File: src/rtl/portrait_pkg.sv
// Shared types and constants for the portrait compositor: fade states, pixel type
// and the 16-entry portrait palette (index 0 is the colour key).
package portrait_pkg;

    typedef enum logic [1:0] {
        HIDDEN   = 2'd0,
        FADE_IN  = 2'd1,
        SHOWN    = 2'd2,
        FADE_OUT = 2'd3
    } fade_state_t;

    typedef logic [23:0] rgb_t;

    localparam rgb_t PORTRAIT_PALETTE [16] = '{
        24'h000000, 24'hFF0000, 24'h00FF00, 24'h3060C0,
        24'hF8D8B0, 24'h7A4A2A, 24'h202020, 24'hFFFFFF,
        24'hC03030, 24'h2050A0, 24'h80C0E0, 24'hE0B040,
        24'h406030, 24'hA0A0A0, 24'h603080, 24'hF0F0A0
    };

endpackage

File: src/rtl/portrait_alpha_blend.sv
// Combinational per-channel alpha blend of a foreground over a background pixel:
// out = (fg*alpha + bg*(FADE_MAX-alpha)) >> FADE_SHIFT.
module portrait_alpha_blend
    import portrait_pkg::*;
#(
    parameter int FADE_SHIFT = 3
) (
    input  rgb_t        fg,
    input  rgb_t        bg,
    input  logic [3:0]  alpha,
    output rgb_t        blended
);

    localparam logic [3:0] FADE_MAX_A = 4'(1 << FADE_SHIFT);

    // Largest sum is 255*FADE_MAX, so 12 bits never overflow.
    function automatic logic [7:0] mix(input logic [7:0] f, input logic [7:0] b, input logic [3:0] a);
        logic [11:0] fa;
        logic [11:0] ba;
        logic [11:0] sum;
        fa  = {4'h0, f} * {8'h00, a};
        ba  = {4'h0, b} * {8'h00, FADE_MAX_A - a};
        sum = fa + ba;
        return 8'(sum >> FADE_SHIFT);
    endfunction

    // Blend the three colour channels independently.
    always_comb begin
        blended = {mix(fg[23:16], bg[23:16], alpha),
                   mix(fg[15:8],  bg[15:8],  alpha),
                   mix(fg[7:0],   bg[7:0],   alpha)};
    end

endmodule

File: src/rtl/portrait_compositor.sv
// Realigns the sprite ROM output with the background, applies palette, colour key
// and a frame-synchronous fade, and tells the sprite stage when to fetch.
module portrait_compositor
    import portrait_pkg::*;
#(
    parameter int         FADE_SHIFT      = 3,
    parameter int         FRAMES_PER_STEP = 4,
    parameter logic [3:0] TRANSPARENT_IDX = 4'h0
) (
    input  logic        Clk,
    input  logic        Reset,
    input  logic        frame_start,
    input  logic        show_req,
    input  logic        hide_req,
    input  logic        is_portrait,
    input  logic [3:0]  portrait_data,
    input  logic [23:0] bg_rgb,
    output logic        portrait_exist,
    output logic [23:0] pixel_rgb,
    output logic        fade_busy,
    output logic [3:0]  alpha
);

    localparam logic [3:0] FADE_MAX_A = 4'(1 << FADE_SHIFT);
    localparam logic [7:0] STEP_LAST  = 8'(FRAMES_PER_STEP - 1);

    fade_state_t state;
    logic [7:0]  frame_cnt;
    logic        flag_d;
    rgb_t        bg_d;
    rgb_t        pal_rgb;
    rgb_t        blended;
    logic        use_portrait;
    logic        step_due;

    assign pal_rgb      = PORTRAIT_PALETTE[portrait_data];
    assign use_portrait = flag_d && (portrait_data != TRANSPARENT_IDX) && (alpha != 4'd0);
    assign step_due     = (frame_cnt == STEP_LAST);

    portrait_alpha_blend #(
        .FADE_SHIFT (FADE_SHIFT)
    ) u_blend (
        .fg      (pal_rgb),
        .bg      (bg_d),
        .alpha   (alpha),
        .blended (blended)
    );

    // Two-stage pixel pipeline: align flag/background with the ROM data, then composite.
    always_ff @(posedge Clk) begin
        if (Reset) begin
            flag_d    <= 1'b0;
            bg_d      <= 24'h000000;
            pixel_rgb <= 24'h000000;
        end else begin
            flag_d    <= is_portrait;
            bg_d      <= bg_rgb;
            pixel_rgb <= use_portrait ? blended : bg_d;
        end
    end

    // Fade FSM; a request taken in a cycle consumes any coincident frame_start.
    always_ff @(posedge Clk) begin
        if (Reset) begin
            state          <= HIDDEN;
            alpha          <= 4'd0;
            frame_cnt      <= 8'd0;
            fade_busy      <= 1'b0;
            portrait_exist <= 1'b0;
        end else begin
            case (state)
                HIDDEN: begin
                    alpha <= 4'd0;
                    if (show_req && !hide_req) begin
                        state          <= FADE_IN;
                        frame_cnt      <= 8'd0;
                        fade_busy      <= 1'b1;
                        portrait_exist <= 1'b1;
                    end
                end
                FADE_IN: begin
                    if (hide_req) begin
                        state     <= FADE_OUT;
                        frame_cnt <= 8'd0;
                    end else if (frame_start) begin
                        if (step_due) begin
                            frame_cnt <= 8'd0;
                            if (alpha >= FADE_MAX_A - 4'd1) begin
                                alpha     <= FADE_MAX_A;
                                state     <= SHOWN;
                                fade_busy <= 1'b0;
                            end else begin
                                alpha <= alpha + 4'd1;
                            end
                        end else begin
                            frame_cnt <= frame_cnt + 8'd1;
                        end
                    end
                end
                SHOWN: begin
                    alpha <= FADE_MAX_A;
                    if (hide_req) begin
                        state     <= FADE_OUT;
                        frame_cnt <= 8'd0;
                        fade_busy <= 1'b1;
                    end
                end
                FADE_OUT: begin
                    if (show_req && !hide_req) begin
                        state     <= FADE_IN;
                        frame_cnt <= 8'd0;
                    end else if (frame_start) begin
                        if (step_due) begin
                            frame_cnt <= 8'd0;
                            if (alpha <= 4'd1) begin
                                alpha          <= 4'd0;
                                state          <= HIDDEN;
                                fade_busy      <= 1'b0;
                                portrait_exist <= 1'b0;
                            end else begin
                                alpha <= alpha - 4'd1;
                            end
                        end else begin
                            frame_cnt <= frame_cnt + 8'd1;
                        end
                    end
                end
                default: begin
                    state          <= HIDDEN;
                    alpha          <= 4'd0;
                    frame_cnt      <= 8'd0;
                    fade_busy      <= 1'b0;
                    portrait_exist <= 1'b0;
                end
            endcase
        end
    end

endmodule
File: config.mk
export PLATFORM = sky130hd
export DESIGN_NAME = portrait_compositor
export DESIGN_NICKNAME = d
export VERILOG_FILES = /design/src/rtl/portrait_pkg.sv /design/src/rtl/portrait_alpha_blend.sv /design/src/rtl/portrait_compositor.sv
export SDC_FILE = /design/constraint.sdc
export NUM_CORES = 1
export LEC_CHECK = 0
export CAP_MARGIN = 20
export CORE_ASPECT_RATIO = 2
export CORE_MARGIN = 1
export CORE_UTILIZATION = 59
export CTS_BUF_LIST = sky130_fd_sc_hd__clkbuf_8
export CTS_CLUSTER_DIAMETER = 150
export DETAILED_ROUTE_END_ITERATION = 6
export PLACE_DENSITY = 0.78
export SLEW_MARGIN = 25
export SYNTH_ARGS = -nofsm -noshare
export SYNTH_HDL_FRONTEND = slang
export SYNTH_SLANG_ARGS = --single-unit
File: constraint.sdc
create_clock -name Clk -period 6.65 [get_ports Clk]
set_input_delay 1.33 -clock Clk [delete_from_list [all_inputs] [get_ports Clk]]
set_output_delay 1.33 -clock Clk [all_outputs]
set_load 0.03 [all_outputs]
==> summary by stage, run 1 <==
Clock tree
Clock-pin slew was measured on the worst setup and hold paths at around 0.080 ns. The count of buffers added by post-CTS timing repair for setup is 0. The clock root buffer master is sky130_fd_sc_hd__clkbuf_8.

The longest clock path from root to sink contains 2 buffers. The post-cts hold buffer count is 0. At the later pin of the worst-skew pair, clock insertion delay measures ~0.38 ns. The H-tree was split into 3 levels. The clock tree from TritonCTS is yes. The total number of clock tree sinks is 65. In this run, CTS created clock tree buffers numbering 9.

Floorplan
The number of placement rows is approximately 60. During I/O placement, the number of pins put on the boundary was 64. The die is ~87 um wide. The die height is roughly 170 um.

For this configuration, the core starts out at a cell density of between 60% and 70%. The die covers around 15000 um^2. In this run the standard cell core region covers 14000 um^2.

Placed design
Buffers placed on the I/O ports in this run total 63. The minimum setup slack after placement is -0.132 ns. At the end of routability-driven placement, the weighted congestion stood at around 0.9. Summed over all nets, the half-perimeter wirelength after detailed placement is ~17 mm.

Routing
The final layout contains routed wiring with a total length of approximately 21 mm. The average via count per standard cell is 5.49. The first routing iteration left 252 violations.

The detailed-router iteration count before antenna repair is 5. Across all layers, the routed design uses ~7000 vias. After detailed routing, the average wire length per cell comes to approximately 17 um. The count of nets left with antenna violations once routing finished came out at 0. The count of unresolved DRC violations after routing is 0.

Layout
The count of nets after finishing is 1290. The top cell types in the final layout, fill and taps aside, are sky130_fd_sc_hd__inv_1 (174), sky130_fd_sc_hd__fa_1 (120), sky130_fd_sc_hd__and2_1 (116), sky130_fd_sc_hd__nand2_1 (82), sky130_fd_sc_hd__ha_1 (70). The layout overhead on the synthesized area is 14.2%. 0 antenna diodes ended up in the layout. The number of filler cells placed in the layout is 1160. Of the cells placed in the final design, the portion with a size suffix greater than 1 is under 10%. The most common cell after layout, fill and taps aside is sky130_fd_sc_hd__inv_1.

Synthesis
The unique cell type count in the Yosys netlist is 54. Summed over all instances, the cell type with the most area after synthesis is sky130_fd_sc_hd__fa_1. The count of flip-flops with a built-in enable after synthesis is 0. In this run the biggest area consumer among cell types represents 28.3% of the synthesized area. The number of storage elements in the synthesis netlist is 65. Sequential elements use 15.3% of the synthesized area. For this run, asynchronously set or reset flops after synthesis account for 0%. The synthesized netlist net count is 1220. In this run the cell area of the synthesized design comes to 8490 um^2. The average size of a mapped cell is between 8 and 9 um^2.

For this run, the number of Yosys warnings is 0. In the synthesized netlist the dominant register cell turns out to be sky130_fd_sc_hd__dfxtp_1. The synthesized instance count is ~1000. Yosys attributes the largest share of cell area to sky130_fd_sc_hd__fa_1 (28%), sky130_fd_sc_hd__dfxtp_1 (15%), sky130_fd_sc_hd__ha_1 (10%).

Timing
The hold violation total from the final report is 0. The total count of max-transition violations in the final report is 0. The relative slew slack is about half. Once routing completed, OpenROAD measured the worst setup slack at between 0.2 and 0.3 ns. Setup repair after global routing left no endpoint under its margin. On the final layout, the worst clock skew is approximately 0.010 ns. Based on the critical path, the design can be clocked at up to between 150 and 200 MHz. The post-route fraction of the period consumed by the critical path is between 90% and 100%. The transition at the pin with the smallest max-transition slack is around 0.73 ns. The number of endpoints failing setup at the final stage is 0. Counting I/O delays and the setup requirement, the final critical path takes 6.35 ns.

The setup TNS is 0 ns.

Worst setup path
The worst register-to-register path has a setup slack of 0.84 ns. For the worst setup path, the data arrival time is 6.64 ns. STA classifies the critical path startpoint as an input pin. For the worst setup path, the data required time is roughly 7 ns. The critical path capture point type is a register. Along the worst path, the maximum fanout reaches 10. By startpoint and endpoint, the worst setup path is classified as input pin to register.

GRT
The number of global-route vias before repair is between 7000 and 8000. Summed over all layers, the global routing overflow is 0. The first global-routing pass estimated 35.1 mm of wire. The total routing usage reported by global routing is 31.4%. The initial antenna violation count is 0.

The maximum number of pins on one net before global-route repair is 66.

Power
In this run the power density over the cells is 157 nW/um^2. The worst-case IR drop observed on VDD is approximately 0.00011 V. The standby leakage power is approximately 4.6 nW.

Min path
The worst hold-check path type is register to register.

Job
The number of maximum-capacitance violations is 0.

Run status
The flow ran to the end, and the final reports show no timing, DRC or antenna violations.
## cell usage after synthesis (3+ instances only)
library cell,n
sky130_fd_sc_hd__nor2b_1,37
sky130_fd_sc_hd__nand2_1,82
sky130_fd_sc_hd__or2_2,4
sky130_fd_sc_hd__nand3b_1,6
sky130_fd_sc_hd__o22ai_1,3
sky130_fd_sc_hd__o21ai_0,30
sky130_fd_sc_hd__fa_1,120
sky130_fd_sc_hd__a21oi_1,48
sky130_fd_sc_hd__nand2b_1,15
sky130_fd_sc_hd__and3_1,7
sky130_fd_sc_hd__xnor2_1,19
sky130_fd_sc_hd__or3_1,8
sky130_fd_sc_hd__o21a_1,6
sky130_fd_sc_hd__xor2_1,13
sky130_fd_sc_hd__o41ai_1,3
sky130_fd_sc_hd__a211oi_1,5
sky130_fd_sc_hd__nor3_1,14
sky130_fd_sc_hd__nor2_1,50
sky130_fd_sc_hd__o211ai_1,5
sky130_fd_sc_hd__mux2i_1,9
sky130_fd_sc_hd__clkbuf_1,34
sky130_fd_sc_hd__nand3_1,17
sky130_fd_sc_hd__and2_1,116
sky130_fd_sc_hd__nor4_1,3
sky130_fd_sc_hd__inv_1,173
sky130_fd_sc_hd__ha_1,70
sky130_fd_sc_hd__dfxtp_1,65
## per-stage QoR
stage | cell area (um^2) | utilization (%) | total power [W] | hold slack, ns | cells
after detailed placement | 9470 | 67.8 | 0.00112 | 0.493 | 1244
after CTS | 9700 | 69.4 | 0.00153 | 0.506 | 1259
after floorplan | 8490 | - | 0.000914 | 0.452 | 996
after global routing | 9700 | 69.4 | 0.00163 | 0.543 | 1259
final | 9700 | 69.4 | 0.00152 | 0.505 | 1259
after global placement | 9470 | 67.8 | 0.00110 | 0.483 | 1244
## worst paths after layout
check	from	end	cells after the start
min	portrait_exist	portrait_exist	2
max reg2reg	alpha[0]	pixel_rgb[7]	19
max	portrait_data[2]	pixel_rgb[7]	17
min reg2reg	portrait_exist	portrait_exist	2
## cells by family (layout without fill, tap and decap cells)
| group | count (synthesis) | count (layout) | share of synthesized area [%] |
|---|---|---|---|
| adders and majority gates | 190 | 190 | 38.6 |
| muxes | 11 | 11 | 1.59 |
| xor gates and xnor gates | 32 | 32 | 3.30 |
| DFF | 65 | 65 | 15.3 |
| AOI/OAI and AO/OA | 115 | 115 | 8.19 |
| buffers and inverters | 212 | 286 | 9.40 |
| and+or+nand+nor | 371 | 371 | 23.6 |
## final cells by class
cell class                      count  area [um^2]  area share [%]
Timing Repair Buffer               97          881            9.08
Multi-Input combinational cell    719         6400            66.0
Sequential cell                    65         1300            13.4
Clock buffer                       12          165            1.70
Clock inverter                      3         63.8           0.658
Inverter                          174          653            6.73
Tap cell                          189          236            2.44
## layer usage
layer,up-vias,global-route usage (%),part of all wire (%)
li1,3250,-,-
met5,-,0,0
met4,0,20.7,6.5
met2,190,59.3,56
met1,3386,31.4,35
met3,85,3.60,3.3
## flip-flops by register name (all words and copies together) (netlist names)
name / flops
portrait_exist: 1
pixel_rgb: 24
alpha: 4
state: 2
fade_busy: 1
bg_d: 24
frame_cnt: 8
flag_d: 1
## power breakdown
group	total [W]	switching [W]	internal (W)
Clock	0.000412	0.000173	0.000239
Combinational	0.000671	0.000389	0.000282
Sequential	0.000440	0.0000246	0.000416
## what timing repair did
item,CTS,global route
setup endpoints to repair,0,2
hold endpoints to repair,0,0
gates resized for setup,0,1
## critical path, stage by stage
cell	delay (ns)
sky130_fd_sc_hd__clkdlybuf4s50_1	0.66
sky130_fd_sc_hd__nor2b_1	0.46
sky130_fd_sc_hd__and3_1	0.33
sky130_fd_sc_hd__fa_1	0.47
sky130_fd_sc_hd__fa_1	0.50
sky130_fd_sc_hd__fa_1	0.55
sky130_fd_sc_hd__inv_1	0.06
sky130_fd_sc_hd__fa_1	0.54
sky130_fd_sc_hd__inv_1	0.04
sky130_fd_sc_hd__ha_1	0.33
sky130_fd_sc_hd__nor2b_1	0.16
sky130_fd_sc_hd__o21a_1	0.18
sky130_fd_sc_hd__o21ai_0	0.34
sky130_fd_sc_hd__a21oi_1	0.16
sky130_fd_sc_hd__xnor2_1	0.21
sky130_fd_sc_hd__xnor2_1	0.09
sky130_fd_sc_hd__a211oi_1	0.22
Note: power is estimated with default switching activity, not from simulation.
==> inputs of run 2 (changes only) <==
Settings changed: SLEW_MARGIN 25 to unset.
==> results of run 2 <==
Final layout, timing and power as in run 1 (identical DEF).
==> inputs of run 3 (changes only) <==
Settings changed: CTS_CLUSTER_SIZE set to 24.
==> results of run 3 <==
Final layout, timing and power as in run 1 (identical DEF).
